File: src/rtl/imem_loader.sv
// imem_loader: streams program bytes into instruction memory, then releases the CPU and latches its stop status
module imem_loader #(
    parameter int MEM_BYTES = 1024,
    parameter int AW = 10
) (
    input  logic          clk,
    input  logic          rst_n,
    input  logic          load_start,
    input  logic          in_valid,
    input  logic [7:0]    in_data,
    input  logic          in_last,
    output logic          in_ready,
    output logic          imem_we,
    output logic [AW-1:0] imem_addr,
    output logic [7:0]    imem_wdata,
    input  logic [1:0]    cpu_status,
    output logic          cpu_run,
    output logic [AW:0]   byte_count,
    output logic [1:0]    state,
    output logic [1:0]    final_status,
    output logic          load_err
);
    localparam logic [1:0] IDLE = 2'd0, LOAD = 2'd1, RUN = 2'd2, STOP = 2'd3;
    localparam logic [AW:0] FULL = (AW+1)'(MEM_BYTES);
    logic xfer, full;
    always_comb begin
        in_ready   = rst_n && state == LOAD;
        xfer       = in_valid && in_ready;
        full       = byte_count == FULL;
        imem_we    = xfer && !full;
        imem_addr  = byte_count[AW-1:0];
        imem_wdata = in_data;
    end
    // a byte arriving with memory already full is dropped and aborts the load with ADR
    always_ff @(posedge clk) begin
        if (!rst_n) begin
            state        <= IDLE;
            cpu_run      <= 1'b0;
            byte_count   <= '0;
            final_status <= 2'd0;
            load_err     <= 1'b0;
        end else if ((state == IDLE || state == STOP) && load_start) begin
            state        <= LOAD;
            byte_count   <= '0;
            final_status <= 2'd0;
            load_err     <= 1'b0;
        end else if (xfer && full) begin
            state        <= STOP;
            final_status <= 2'd3;
            load_err     <= 1'b1;
        end else if (imem_we) begin
            byte_count <= byte_count + 1'b1;
            if (in_last) begin
                state   <= RUN;
                cpu_run <= 1'b1;
            end
        end else if (state == RUN && cpu_status != 2'd0) begin
            state        <= STOP;
            final_status <= cpu_status;
            cpu_run      <= 1'b0;
        end
    end
endmodule

File: config.mk
export PLATFORM = sky130hd
export DESIGN_NAME = imem_loader
export DESIGN_NICKNAME = d
export VERILOG_FILES = /design/src/rtl/imem_loader.sv
export SDC_FILE = /design/constraint.sdc
export NUM_CORES = 1
export LEC_CHECK = 0
export BUFFER_PORTS_ARGS = -buffer_cell sky130_fd_sc_hd__buf_2
export CELL_PAD_IN_SITES_DETAIL_PLACEMENT = 1
export CELL_PAD_IN_SITES_GLOBAL_PLACEMENT = 1
export CORE_ASPECT_RATIO = 0.8
export CORE_UTILIZATION = 31
export CTS_CLUSTER_SIZE = 16
export DETAILED_ROUTE_END_ITERATION = 10
export MAX_ROUTING_LAYER = met4
export PLACE_DENSITY_LB_ADDON = 0.1
export SLEW_MARGIN = 25
export SYNTH_ARGS = -nofsm -noshare
export SYNTH_HDL_FRONTEND = slang
export SYNTH_SLANG_ARGS = --single-unit
export TNS_END_PERCENT = 50
File: constraint.sdc
create_clock -name clk -period 1.9 [get_ports clk]
set_input_delay 0.19 -clock clk [delete_from_list [all_inputs] [get_ports clk]]
set_output_delay 0.19 -clock clk [all_outputs]
set_load 0.005 [all_outputs]
=== Word level (Yosys, flattened, before mapping) ===
Index checks and enable logic that the tools add are counted.

* Register bits: 17
* Output and inout port bits: 37

* $add $sub $neg: 1
* Eq/ne operators: 8
* Muxes and demuxes: 11
* Bitwise gates (word level): 3
* Reductions and logical operators: 20

{| class="wikitable"
|+ Operators with widths
! cell !! count
|-
| 2-bit two-way mux || 7
|-
| 11-bit by 1-bit adder with 11-bit output (second input constant) || 1
|-
| 11-bit == test (second input constant) || 1
|-
| 2-bit AND reduction || 4
|-
| 1-bit logical AND || 6
|-
| 2-bit nonzero test || 3
|-
| 2-bit == test (second input constant) || 2
|-
| 1-bit two-way mux || 4
|-
| 4-bit by 2-bit inequality test with 1-bit output (second input constant) || 1
|-
| 4-bit AND reduction || 1
|-
| 4-bit nonzero test || 1
|-
| 3-bit by 2-bit inequality test with 1-bit output (second input constant) || 1
|-
| 1-bit inverter || 3
|-
| 3-bit nonzero test || 1
|-
| 2-bit by 1-bit == test with 1-bit output (second input constant) || 1
|-
| 2-bit logical NOT || 1
|-
| 2-bit by 1-bit inequality test with 1-bit output (second input constant) || 1
|-
| 2-bit inequality test (second input constant) || 1
|-
| 2-bit OR reduction || 1
|-
| 1-bit logical NOT || 1
|-
| 1-bit logical OR || 1
|}

=== Logic depth before layout (Yosys ltp) ===
* Word-level depth: 7
* Mapped depth: 6

=== Worst setup path after synthesis ===
No wires, ideal clock.

* Path kind: register to register
* Start: reg state[1]
* End: reg final_status[0]
* Setup time: 119 ps
* Data arrival time: 1376 ps
* Slack: 405 ps
* Cell stages (with the launch flop): 7
* Path buffers: 0
* Path through: dfxtp_1 > inv_1 > ha_1 > nand3_2 > a41oi_4 > a21oi_2 > o221a_2

* Cells in the longest elaborated chain, start to end: 6
* Elaborated cells on any way between the ends: 16
* Classes of those cells: eq/ne: 4; mux: 1; reduce/logical: 11

{| class="wikitable"
|+ Ends and longest elaborated chain
! element !! RTL line !! source
|-
| start: declaration || 19 || <nowiki>output logic [1:0] state,</nowiki>
|-
| start signal: assignment || 37 || <nowiki>state <= IDLE;</nowiki>
|-
| start signal: assignment || 43 || <nowiki>state <= LOAD;</nowiki>
|-
| start signal: assignment || 48 || <nowiki>state <= STOP;</nowiki>
|-
| 2-bit by 1-bit == test with 1-bit output || 27 || <nowiki>in_ready = rst_n && state == LOAD;</nowiki>
|-
| 1-bit logical AND || 27 ||
|-
| 1-bit logical AND || 28 || <nowiki>xfer = in_valid && in_ready;</nowiki>
|-
| 1-bit logical AND || 30 || <nowiki>imem_we = xfer && !full;</nowiki>
|-
| named net imem_we || 13 || <nowiki>output logic imem_we,</nowiki>
|-
| 2-bit by 1-bit inequality test with 1-bit output (no line) || - ||
|-
| 2-bit AND reduction (no line) || - ||
|-
| end signal: assignment || 59 || <nowiki>final_status <= cpu_status;</nowiki>
|-
| end: declaration || 20 || <nowiki>output logic [1:0] final_status,</nowiki>
|}

The timed path passes the listed nets, and every way through them passes these cells.
A chain may end at the register's enable or synchronous reset.

=== Final worst setup path ===
* Start: reg state[1]
* End: out imem_we

* Cells in the longest elaborated chain, start to end: 4

{| class="wikitable"
|+ Ends and longest elaborated chain
! element !! RTL line
|-
| 2-bit by 1-bit == test with 1-bit output || 27
|-
| 1-bit logical AND || 27
|-
| 1-bit logical AND || 28
|-
| 1-bit logical AND || 30
|-
| end: declaration || 13
|}

No other way between the ends.

==> out/metrics.cfg <==
[setup_path]
critPathRequiredTime_ps=1710
crit_path_max_fanout=8
timing.rr.start=state[1]$_SDFFE_PP0P_
rr_endpoint=final_status[1]$_SDFFE_PP0P_
timing.setup.critical_path_class=reg -> out
worstSetupStartpointType=flip-flop
critical_path.endpoint_type=output port
r2r.worst_path.cells=7
critical_path_at_ps=1510
r2r_setup_slack_ps=200

[min_path]
hold_path_depth=2
hold_end=cpu_run$_SDFFE_PN0P_
min-delay-start=in_last
min_path_type=in -> reg

[sta]
max_slew_margin=0.704
report.final.slew_viol_count=0
finalHoldViolCount=0
max_slew.worst_pin.slew_ps=443
total_of_endpoints_with_negative_setup_slack_in_the_final_report=0
finalWorstPathRequiredPeriod_ps=1700
max_clock_freq_mhz=587
setup_tns_ps=0
post-route-period-util=0.897
fin_skew_ps=2.73
grt_setup_unrepaired=no
finalWorstSetupSlack_ps=196

[power]
switchingPower_mw=0.172
leakage_nw=0.517
peakVddDrop_uv=300
power_report.internal_total_mw=0.551
switching_share=0.238
clock_power_share=0.370
powerDensity_nw_per_um2=627
p_seq_frac=0.513
power.combinational.fraction=0.117

[place]
placement.io_buffers=35
routabilityCongestion=0.700
dp_worst_setup_slack_ps=216
placedInstanceArea_um2=1090
hpwl_um=1660

[yosys]
synth.cell_area_um2=997
yosys.cell_types.count=29
synthesis.area_per_instance_um2=8.98
ys_seq_area_frac=0.341
yosys_warnings=0
yosys_most_used_dff=dfxtp_1
ys_async_sr_fraction=0
mappedNetlistNets=130
synth-edff-count=0
mapped_cells=111
ys_ff_latch=17

[floorplanning]
floorplan.die.width_um=65.4
core_region_area_um2=3090
boundaryPins=52
die_height_um=52.7
design.die.area_um2=3450
initial_core_util=0.323
core.rowCount=18

[cells_and_area]
layout_common_cells=buf_2, dfxtp_1, nor2_1
postLayoutCoreUtil=0.374
num-nets-final=154
layout-drive-gt1-share=0.366
stdcell_area_um2=1150
layout.cells.most_common=buf_2
n_fill_cell=366
area_overhead_vs_synth_pct=15.7
num_antenna_cells=0

[clock_network]
clock_tree.buffer_depth=2
cts_inserted_buffers=3
clk_root_buffer_cell=clkbuf_8
clk_transition_reported_paths_ps=60
tritoncts_clock_tree=done
post_cts_hold_buffers=0
cts-htree-levels=1
cts.sinks=17
insertion_delay_ps=250

[route]
viasPerCell=4.76
dr.pass1.iters=4
detail_route.iter0.violations=22
post_drt_wl_per_cell_um=12.5
remaining_drc_errors=0
drt.antenna.violating_nets=0
route.vias.total=829
routed_wl_um=2170

[global_routing]
grt_pass1_vias=806
grt_antenna_before_repair=0
grt_overflow_total=0
globalRouteTotalUtil=0.146
grt_pass1_wl_um=3640
grt_max_degree=13

[run_status]
status=complete, no violations

[run]
drv.max_cap_violation_count=0

cell families after synthesis:
family / after synthesis / synth area share
and+or+nand+nor: 41 / 0.238
DFF: 17 / 0.341
muxes: 1 / 0.0100
xor gates and xnor gates: 9 / 0.0791
buffers and inverters: 26 / 0.167
adders and majority gates: 4 / 0.0502
AOI/OAI and AO/OA: 13 / 0.114
repair_timing:
action / CTS / global route
gates resized for setup: 0 / 0
setup endpoints to repair: 0 / 1
endpoints found under the hold margin: 0 / 0
buffers inserted: 0 / 3
layout make-up:
cell class / instances / area [um2] / area share
Timing Repair Buffer: 39 / 205 / 0.178
Sequential cell: 17 / 340 / 0.295
Clock buffer: 4 / 45.0 / 0.0390
Multi-Input combinational cell: 68 / 490 / 0.425
Tap cell: 40 / 50.0 / 0.0434
Inverter: 6 / 22.5 / 0.0195
routing by layer:
layer | up-vias | routed length (um) | track usage
met3 | 2 | 129 | 0.0478
met4 | 0 | 16 | 0.0471
met1 | 391 | 1070 | 0.172
li1 | 405 | - | -
met2 | 31 | 961 | 0.237
met5 | - | 0 | -
critical path: stages, from the launching register on:
cell and delay, ps:
dfxtp_1 350, inv_1 70, ha_1 200, nand3_2 200
a41oi_4 290, buf_2 160
power groups by stage:
stage	Sequential (mW)	Clock (mW)	Combinational (mW)
3_5_place_dp	0.379	0	0.0821
3_3_place_gp	0.379	0	0.0816
6_report	0.371	0.267	0.0849
5_1_grt	0.372	0.297	0.0972
2_1_floorplan	0.379	0	0.0642
4_1_cts	0.371	0.278	0.0825
through the flow:
stage	hold WS [ps]	std cells	power (mW)
floorplan	344	111	0.443
global placement	380	167	0.461
detailed placement	380	167	0.461
CTS	210	171	0.732
global route	221	174	0.766
finish	214	174	0.723
Yosys cell counts (2+ instances only):
| master | number | area share |
|---|---|---|
| buf_4 | 18 | 0.14 |
| dfxtp_1 | 17 | 0.34 |
| nor2_1 | 12 | 0.045 |
| nand2_1 | 7 | 0.026 |
| xnor2_1 | 7 | 0.061 |
| inv_1 | 6 | 0.023 |
| ha_1 | 4 | 0.050 |
| nand4_1 | 4 | 0.025 |
| a21oi_1 | 3 | 0.015 |
| and2_1 | 3 | 0.019 |
| nor3_1 | 3 | 0.015 |
| nor4_1 | 3 | 0.019 |
| o21ai_0 | 3 | 0.015 |
| and3_1 | 2 | 0.013 |
| nand3_1 | 2 | 0.010 |
| nor4_4 | 2 | 0.043 |
| o221a_2 | 2 | 0.023 |
| xor2_1 | 2 | 0.018 |
worst max-delay path by stage:
stage                     slack, ps                           end             startpoint
after global placement          250  final_status[0]$_SDFFE_PP0P_  state[1]$_SDFFE_PP0P_
after CTS                        40                       imem_we  state[1]$_SDFFE_PP0P_
after global routing             80                       imem_we  state[1]$_SDFFE_PP0P_
final                           200                       imem_we  state[1]$_SDFFE_PP0P_
after floorplan                 400  final_status[0]$_SDFFE_PP0P_  state[1]$_SDFFE_PP0P_
after detailed placement        220  final_status[1]$_SDFFE_PP0P_  state[1]$_SDFFE_PP0P_
registers in the layout, indices dropped and copies added, names as in the netlist:
| signal | flops |
|---|---|
| byte_count | 11 |
| final_status | 2 |
| state | 2 |
| cpu_run | 1 |
| load_err | 1 |
(Power assumes the default switching activity.)
